**src/rtl/mpsoc_axi4_pkg.sv**
```systemverilog
// Shared AXI4 definitions: burst encoding, response codes, master FSM states
// and the size-encoding helper used by the AXI4 memory bridge.
package mpsoc_axi4_pkg;

  typedef enum logic [1:0] {
    AXI_BURST_FIXED = 2'b00,
    AXI_BURST_INCR  = 2'b01,
    AXI_BURST_WRAP  = 2'b10
  } axi_burst_t;

  localparam logic [1:0] AXI_RESP_OKAY   = 2'b00;
  localparam logic [1:0] AXI_RESP_EXOKAY = 2'b01;
  localparam logic [1:0] AXI_RESP_SLVERR = 2'b10;
  localparam logic [1:0] AXI_RESP_DECERR = 2'b11;

  typedef enum logic [2:0] {
    ST_IDLE = 3'd0,
    ST_AR   = 3'd1,
    ST_R    = 3'd2,
    ST_AW_W = 3'd3,
    ST_B    = 3'd4
  } mst_state_t;

  function automatic logic [2:0] axi_size(input int unsigned data_w);
    return 3'($clog2(data_w / 8));
  endfunction

  // Only OKAY and EXOKAY count as success.
  function automatic logic axi_resp_err(input logic [1:0] resp);
    return !((resp == AXI_RESP_OKAY) || (resp == AXI_RESP_EXOKAY));
  endfunction

endpackage

```
**src/rtl/mpsoc_axi4_mem_master.sv**
```systemverilog
// Single-outstanding bridge from a req/gnt core memory port to single-beat
// AXI4 INCR transactions, with a registered one-cycle response strobe.
module mpsoc_axi4_mem_master
  import mpsoc_axi4_pkg::*;
#(
  parameter int                      AXI_ID_WIDTH   = 10,
  parameter int                      AXI_ADDR_WIDTH = 64,
  parameter int                      AXI_DATA_WIDTH = 64,
  parameter int                      AXI_STRB_WIDTH = 8,
  parameter int                      AXI_USER_WIDTH = 10,
  parameter logic [AXI_ID_WIDTH-1:0] AXI_ID         = '0
) (
  input  logic                      clk_i,
  input  logic                      rst_i,

  input  logic                      req_i,
  output logic                      gnt_o,
  input  logic                      we_i,
  input  logic [AXI_ADDR_WIDTH-1:0] addr_i,
  input  logic [AXI_STRB_WIDTH-1:0] be_i,
  input  logic [AXI_DATA_WIDTH-1:0] data_i,
  output logic                      rvalid_o,
  output logic [AXI_DATA_WIDTH-1:0] data_o,
  output logic                      err_o,

  output logic [AXI_ID_WIDTH-1:0]   axi_aw_id,
  output logic [AXI_ADDR_WIDTH-1:0] axi_aw_addr,
  output logic [7:0]                axi_aw_len,
  output logic [2:0]                axi_aw_size,
  output logic [1:0]                axi_aw_burst,
  output logic                      axi_aw_lock,
  output logic [3:0]                axi_aw_cache,
  output logic [2:0]                axi_aw_prot,
  output logic [3:0]                axi_aw_qos,
  output logic [3:0]                axi_aw_region,
  output logic [AXI_USER_WIDTH-1:0] axi_aw_user,
  output logic                      axi_aw_valid,
  input  logic                      axi_aw_ready,

  output logic [AXI_DATA_WIDTH-1:0] axi_w_data,
  output logic [AXI_STRB_WIDTH-1:0] axi_w_strb,
  output logic                      axi_w_last,
  output logic [AXI_USER_WIDTH-1:0] axi_w_user,
  output logic                      axi_w_valid,
  input  logic                      axi_w_ready,

  input  logic [AXI_ID_WIDTH-1:0]   axi_b_id,
  input  logic [1:0]                axi_b_resp,
  input  logic [AXI_USER_WIDTH-1:0] axi_b_user,
  input  logic                      axi_b_valid,
  output logic                      axi_b_ready,

  output logic [AXI_ID_WIDTH-1:0]   axi_ar_id,
  output logic [AXI_ADDR_WIDTH-1:0] axi_ar_addr,
  output logic [7:0]                axi_ar_len,
  output logic [2:0]                axi_ar_size,
  output logic [1:0]                axi_ar_burst,
  output logic                      axi_ar_lock,
  output logic [3:0]                axi_ar_cache,
  output logic [2:0]                axi_ar_prot,
  output logic [3:0]                axi_ar_qos,
  output logic [3:0]                axi_ar_region,
  output logic [AXI_USER_WIDTH-1:0] axi_ar_user,
  output logic                      axi_ar_valid,
  input  logic                      axi_ar_ready,

  input  logic [AXI_ID_WIDTH-1:0]   axi_r_id,
  input  logic [AXI_DATA_WIDTH-1:0] axi_r_data,
  input  logic [1:0]                axi_r_resp,
  input  logic                      axi_r_last,
  input  logic [AXI_USER_WIDTH-1:0] axi_r_user,
  input  logic                      axi_r_valid,
  output logic                      axi_r_ready
);

  localparam logic [2:0] AXI_SIZE = axi_size(AXI_DATA_WIDTH);

  mst_state_t                r_state;
  mst_state_t                w_next_state;
  logic [AXI_ADDR_WIDTH-1:0] r_addr;
  logic [AXI_STRB_WIDTH-1:0] r_be;
  logic [AXI_DATA_WIDTH-1:0] r_wdata;
  logic                      r_aw_done;
  logic                      r_w_done;
  logic                      r_rvalid;
  logic [AXI_DATA_WIDTH-1:0] r_rdata;
  logic                      r_err;
  logic                      w_gnt;
  logic                      w_aw_hs;
  logic                      w_w_hs;
  logic                      w_unused;

  // Valids/readies decode only registered state, never the partner handshake input.
  assign axi_ar_valid = (r_state == ST_AR);
  assign axi_r_ready  = (r_state == ST_R);
  assign axi_aw_valid = (r_state == ST_AW_W) && !r_aw_done;
  assign axi_w_valid  = (r_state == ST_AW_W) && !r_w_done;
  assign axi_b_ready  = (r_state == ST_B);

  assign w_aw_hs = axi_aw_valid && axi_aw_ready;
  assign w_w_hs  = axi_w_valid && axi_w_ready;

  always_comb begin
    w_next_state = r_state;
    w_gnt        = 1'b0;
    case (r_state)
      ST_IDLE: begin
        if (req_i && !rst_i) begin
          w_gnt        = 1'b1;
          w_next_state = we_i ? ST_AW_W : ST_AR;
        end
      end
      ST_AR:   if (axi_ar_ready) w_next_state = ST_R;
      ST_R:    if (axi_r_valid) w_next_state = ST_IDLE;
      ST_AW_W: if ((r_aw_done || w_aw_hs) && (r_w_done || w_w_hs)) w_next_state = ST_B;
      ST_B:    if (axi_b_valid) w_next_state = ST_IDLE;
      default: w_next_state = ST_IDLE;
    endcase
  end

  always_ff @(posedge clk_i) begin
    if (rst_i) begin
      r_state   <= ST_IDLE;
      r_addr    <= '0;
      r_be      <= '0;
      r_wdata   <= '0;
      r_aw_done <= 1'b0;
      r_w_done  <= 1'b0;
      r_rvalid  <= 1'b0;
      r_rdata   <= '0;
      r_err     <= 1'b0;
    end else begin
      r_state  <= w_next_state;
      r_rvalid <= 1'b0;
      if (w_gnt) begin
        r_addr    <= addr_i;
        r_be      <= be_i;
        r_wdata   <= data_i;
        r_aw_done <= 1'b0;
        r_w_done  <= 1'b0;
      end
      if (w_aw_hs) r_aw_done <= 1'b1;
      if (w_w_hs)  r_w_done  <= 1'b1;
      if ((r_state == ST_R) && axi_r_valid) begin
        r_rdata  <= axi_r_data;
        r_err    <= axi_resp_err(axi_r_resp) || !axi_r_last;
        r_rvalid <= 1'b1;
      end
      if ((r_state == ST_B) && axi_b_valid) begin
        r_err    <= axi_resp_err(axi_b_resp);
        r_rvalid <= 1'b1;
      end
    end
  end

  assign gnt_o    = w_gnt;
  assign rvalid_o = r_rvalid;
  assign data_o   = r_rdata;
  assign err_o    = r_err;

  assign axi_aw_id     = AXI_ID;
  assign axi_aw_addr   = r_addr;
  assign axi_aw_len    = 8'd0;
  assign axi_aw_size   = AXI_SIZE;
  assign axi_aw_burst  = AXI_BURST_INCR;
  assign axi_aw_lock   = 1'b0;
  assign axi_aw_cache  = 4'd0;
  assign axi_aw_prot   = 3'd0;
  assign axi_aw_qos    = 4'd0;
  assign axi_aw_region = 4'd0;
  assign axi_aw_user   = '0;

  assign axi_w_data = r_wdata;
  assign axi_w_strb = r_be;
  assign axi_w_last = 1'b1;
  assign axi_w_user = '0;

  assign axi_ar_id     = AXI_ID;
  assign axi_ar_addr   = r_addr;
  assign axi_ar_len    = 8'd0;
  assign axi_ar_size   = AXI_SIZE;
  assign axi_ar_burst  = AXI_BURST_INCR;
  assign axi_ar_lock   = 1'b0;
  assign axi_ar_cache  = 4'd0;
  assign axi_ar_prot   = 3'd0;
  assign axi_ar_qos    = 4'd0;
  assign axi_ar_region = 4'd0;
  assign axi_ar_user   = '0;

  // IDs and user sidebands on responses are irrelevant with one transaction in flight.
  assign w_unused = ^{axi_r_id, axi_r_user, axi_b_id, axi_b_user};

endmodule
```
**config.mk**
```make
export PLATFORM = sky130hd
export DESIGN_NAME = mpsoc_axi4_mem_master
export DESIGN_NICKNAME = d
export VERILOG_FILES = /design/src/rtl/mpsoc_axi4_pkg.sv /design/src/rtl/mpsoc_axi4_mem_master.sv
export SDC_FILE = /design/constraint.sdc
export NUM_CORES = 1
export LEC_CHECK = 0
export CORE_AREA = 3 3 246 248
export DETAILED_ROUTE_END_ITERATION = 16
export DIE_AREA = 0 0 249 251
export PLACE_DENSITY = 0.44
export SETUP_SLACK_MARGIN = 0.5
export SLEW_MARGIN = 25
export SYNTH_ARGS = -nofsm -noshare
export SYNTH_HDL_FRONTEND = slang
export SYNTH_SLANG_ARGS = --single-unit
```
**constraint.sdc**
```tcl
create_clock -name clk_i -period 1.9 [get_ports clk_i]
set_input_delay 0.38 -clock clk_i [delete_from_list [all_inputs] [get_ports clk_i]]
set_output_delay 0.38 -clock clk_i [all_outputs]
set_load 0.05 [all_outputs]
```
# After elaboration in Yosys (flattened, before gate mapping)
# Index checks and enable logic that the tools add are counted.
# Widths: inputs -> output; s select.
dict set report totals {
  register_bits 207
  out_inout_bits 381
}
dict set report op_classes {
  reduce_logical 26
  mux 16
  n_eq_ne 11
}
# op count
set op_table {}
lappend op_table {{$mux 3} 5}
lappend op_table {{$pmux 3 s5} 1}
lappend op_table {{$mux 1} 9}
lappend op_table {{$logic_and 1x1->1} 8}
lappend op_table {{$eq 3x2->1 const B} 2}
lappend op_table {{$logic_not 1->1} 6}
lappend op_table {{$ne 2x2->1 const B} 3}
lappend op_table {{$reduce_bool 2->1} 3}
lappend op_table {{$logic_or 1x1->1} 5}
lappend op_table {{$reduce_and 5->1} 1}
lappend op_table {{$eq 2x1->1 const B} 2}
lappend op_table {{$logic_not 2->1} 2}
lappend op_table {{$ne 2x1->1 const B} 2}
lappend op_table {{$eq 3x1->1 const B} 1}
lappend op_table {{$eq 3x3->1 const B} 1}
lappend op_table {{$logic_not 3->1} 1}
lappend op_table {{$mux 2} 1}

# Logic depth before layout (Yosys ltp)
dict set report logic_depth {
  word_depth 7
  mapped_depth 7
}

# Least setup slack after synthesis
# No wires, ideal clock.
dict set report synth_path {
  path_type {register to register}
  startpoint {register r_state[2]}
  endpoint {register r_err, in the netlist err_o}
  n_path_buf 0
  arrival_time_ps 2163
  slack_ps -394
  stages_incl_launch_ff 5
  t_required_ps 1768
  synth_period_minus_slack_ps 2294
  cell_sequence {dfxtp_1 > nor3b_1 > nand2_1 > o211ai_1 > a21oi_1}
}
dict set report synth_between {
  elab_chain_cells 3
  word_cells_on_any_way 6
  classes_between {2 x eq/ne; 1 x mux; 3 x reduce/logical}
}
# element line
set synth_lines {}
lappend synth_lines {{start: declaration} mpsoc_axi4_mem_master.sv:78} ;# mst_state_t r_state;
lappend synth_lines {{start signal: assignment} mpsoc_axi4_mem_master.sv:133} ;# r_state <= w_next_state;
lappend synth_lines {{$eq 3x3->1 (*)} -}
lappend synth_lines {{named net axi_b_ready} mpsoc_axi4_mem_master.sv:51} ;# output logic axi_b_ready,
lappend synth_lines {{$logic_and 1x1->1 (*)} mpsoc_axi4_mem_master.sv:149} ;# if ((r_state == ST_B) && axi_b_valid) begin
lappend synth_lines {{$mux 1 or $reduce_bool 2->1 (tied branches)} -}
lappend synth_lines {{end signal: assignment} mpsoc_axi4_mem_master.sv:146} ;# r_err <= axi_resp_err(axi_r_resp) || !axi_r_last;
lappend synth_lines {{end signal: assignment} mpsoc_axi4_mem_master.sv:150} ;# r_err <= axi_resp_err(axi_b_resp);
lappend synth_lines {{end: declaration} mpsoc_axi4_mem_master.sv:87} ;# logic r_err;
# Mark *: on every way through the listed nets, which the timed path passes. The rest lies on a longest branch.
# A chain may end at the register's enable or synchronous reset.

# Worst setup path in the final report
dict set report layout_path {
  startpoint {register r_state[0]}
  endpoint {output port gnt_o}
}
dict set report layout_between {
  elab_chain_cells 2
}
# element line
set layout_lines {}
lappend layout_lines {{$logic_not 3->1} mpsoc_axi4_mem_master.sv:106} ;# case (r_state)
lappend layout_lines {{$mux 1} mpsoc_axi4_mem_master.sv:106}
lappend layout_lines {{end: declaration} mpsoc_axi4_mem_master.sv:17} ;# output logic gnt_o,
# Every way passes these cells.

==> reports/metrics.cfg <==
[setup_path]
critPathMostFrequentCell=buf_12
crit_path_cell_trace=nor3_4 > nand3b_1 > inv_4 > buf_12 > buf_12
r2r-start=r_state[0]$_SDFFE_PP0P_
start_kind=flip-flop
r2r_cells=8
endpoint_kind=primary output
path_class=flip-flop to primary output
slowest_stage=dfxtp_4
arrival_ps=1650
cp_max_fo=5
critPathBufInv=3
cp_data_required_time_ps=1520
crit_family=simple AND/OR/NAND/NOR gates
startpoint=r_state[0]$_SDFFE_PP0P_
critPathMaxStageDelay_ps=360
cp_num_cells=5

[floorplan]
io_pins=635
fp-row-count=89
core_area_mm2=0.05869
die_w_um=249
initial_utilization=0.1520
die_h_um=251
die-area_mm2=0.06250

[cells_and_area]
drive_above_1_share=0.3609
final_common_cell=nand2_1
final_net_count=1805
final_util=0.2870
antennaDiodeCount=0
post_layout_nonfiller_instances=2344
final_cell_mix=nand2_1, clkdlybuf4s50_1, buf_8
syn_to_final_growth_pct=88.85

[route]
wl_per_cell_um=15.51
drc=0
drt.antenna.violating_nets=0
drt_wl_total_um=36350
route.vias.total=8495
firstDrtPassIters=4
via_per_inst=3.624
drt_iter0_markers=203

[synthesis]
avgSynthCellArea_um2=8.204
yosys-mux-area-fraction=0.001122
synth_top_family_by_area=simple AND/OR/NAND/NOR gates
ys_seq_elements=207
synth_xor_area_frac=0
ys_seq_area_frac=0.4647
yosysUniqueCellTypes=30
netlist_area_mm2=0.008917
synthAdderAreaFrac=0
syn-instance-count=1087
yosys_warnings=0
synth_simple_gate_area_frac=0.2998
synth_compound_area_frac=0.04476

[global_routing]
grt_use_total=0.09707
antenna_found_initial=0
grt_start_max_net_pins=100
grt_pass1_vias=8061
overflow=0
grt_first_pass_wirelength_um=48440

[clock_network]
clk_latency_ps=540
clock-sinks=207
numCtsBuffers=26
cts_hold_buf=0
h-tree-depth=1
clkTransAtPathRegs_ps=60
cts_root_buf=clkbuf_16
clockBufferDepth=3
cts_tree=yes

[power]
leakage_nw=7.352
p_total_mw=22.28
peakVddDrop_mv=0.6796
p_per_area_mw_per_mm2=1323

[outcome]
status=finished with violations
violations=setup timing

[min_path]
hold_depth=3
hold_class=input port to flip-flop
min-delay-start=rst_i

[job]
drv_cap=0

[timing]
rsz0062_at_grt=yes
slew_viol_final=0
finalWorstSetupSlack_ps=-129.4
fmax_ghz=0.4928
fin_crit_sh=1.068
finalHoldViolations=0
finalCriticalPeriod_ps=2029
final.setup_skew_ps=11.05
finalSetupViolCount=4

[placed_design]
placed_cells=2240
gp_routability_congestion=0.7487
pre_cts_ws_ps=14.88
portBuffers=483
dpl.hpwl_um=23840

==> cells in the mapped netlist <==
cell,instances,share of area
a211oi_1,1,0.00084
a21oi_1,66,0.037
a22o_1,2,0.0020
a22oi_1,2,0.0017
and4bb_2,1,0.0014
buf_2,30,0.017
buf_4,180,0.15
buf_6,5,0.0063
clkbuf_1,23,0.0097
clkbuf_8,2,0.0031
conb_1,2,0.00084
dfxtp_1,207,0.46
inv_1,2,0.00084
inv_2,1,0.00042
mux2i_1,1,0.0011
nand2_1,402,0.17
nand2b_1,1,0.00070
nand3_1,1,0.00056
nand3b_1,139,0.12
nor2_1,7,0.0029
nor2_2,1,0.00070
nor3_1,2,0.0011
nor3_2,1,0.0011
nor3b_1,1,0.00084
nor3b_2,1,0.0014
o211ai_1,1,0.00084
o22a_1,1,0.00098
o22ai_2,1,0.0014
or3b_1,2,0.0020
or4_1,1,0.00084
==> through the flow <==
stage | hold slack (ps) | cell area (um^2) | setup TNS [ps]
floorplan | 479.0 | 9390 | 0
global placement | 439.1 | 13470 | 0
detailed placement | 445.0 | 13470 | 0
CTS | 210.9 | 15380 | -599.9
global route | 233.1 | 16840 | -804.7
finish | 241.8 | 16840 | -307.1
==> state kept, by name, summed over array words and instances (netlist names) <==
signal / flops
r_aw_done: 1
err_o: 1
axi_w_data: 64
axi_ar_addr: 64
data_o: 64
r_w_done: 1
axi_w_strb: 8
rvalid_o: 1
r_state: 3
==> cell type report <==
| type | instances | area, um^2 |
|---|---|---|
| Tap cell | 773 | 967.2 |
| Clock inverter | 7 | 40.04 |
| Timing Repair Buffer | 569 | 6908 |
| Multi-Input combinational cell | 744 | 3660 |
| Inverter | 3 | 17.52 |
| Fill cell | 6183 | 41850 |
| Clock buffer | 41 | 798.3 |
| Sequential cell | 207 | 4449 |
==> tightest hold or removal path, stage by stage <==
cell	delay (ps)
buf_4	150
or4_1	140
mux2i_1	70
==> where the power goes <==
part	internal (mW)	total [mW]	switching, mW
clock network	2.87	4.83	1.96
registers	5.34	6.19	0.854
logic	4.57	11.3	6.68
==> cell families after synthesis <==
logic type             after synthesis
AND/OR/NAND/NOR                    560
buffers and inverters              243
flip-flops                         207
AO/OA/AOI/OAI                       74
other                                2
multiplexers                         1
==> path summary, 6_finish.rpt <==
| path | end | slack, ps |
|---|---|---|
| max | gnt_o | -130 |
| min | r_state[1]$_SDFFE_PP0P_ | 240 |
| max reg2reg | axi_ar_addr[19]$_SDFFE_PP0P_ | 200 |
| min reg2reg | data_o[17]$_SDFFE_PP0P_ | 450 |
==> per-layer routing <==
layer  wire length (um)  GRT usage
met1              14940     0.1162
met2              17410     0.1622
met3               3214    0.03673
met4                780    0.02851
met5                  0          0
==> timing repair <==
action / 4_1_cts / 5_1_grt
pin swaps: 9 / 86
gates cloned: 2 / 25
endpoints found under the setup margin: 413 / 479
resized for setup: 909 / 248
setup buffers: 21 / 8
(Power assumes the default switching activity.)
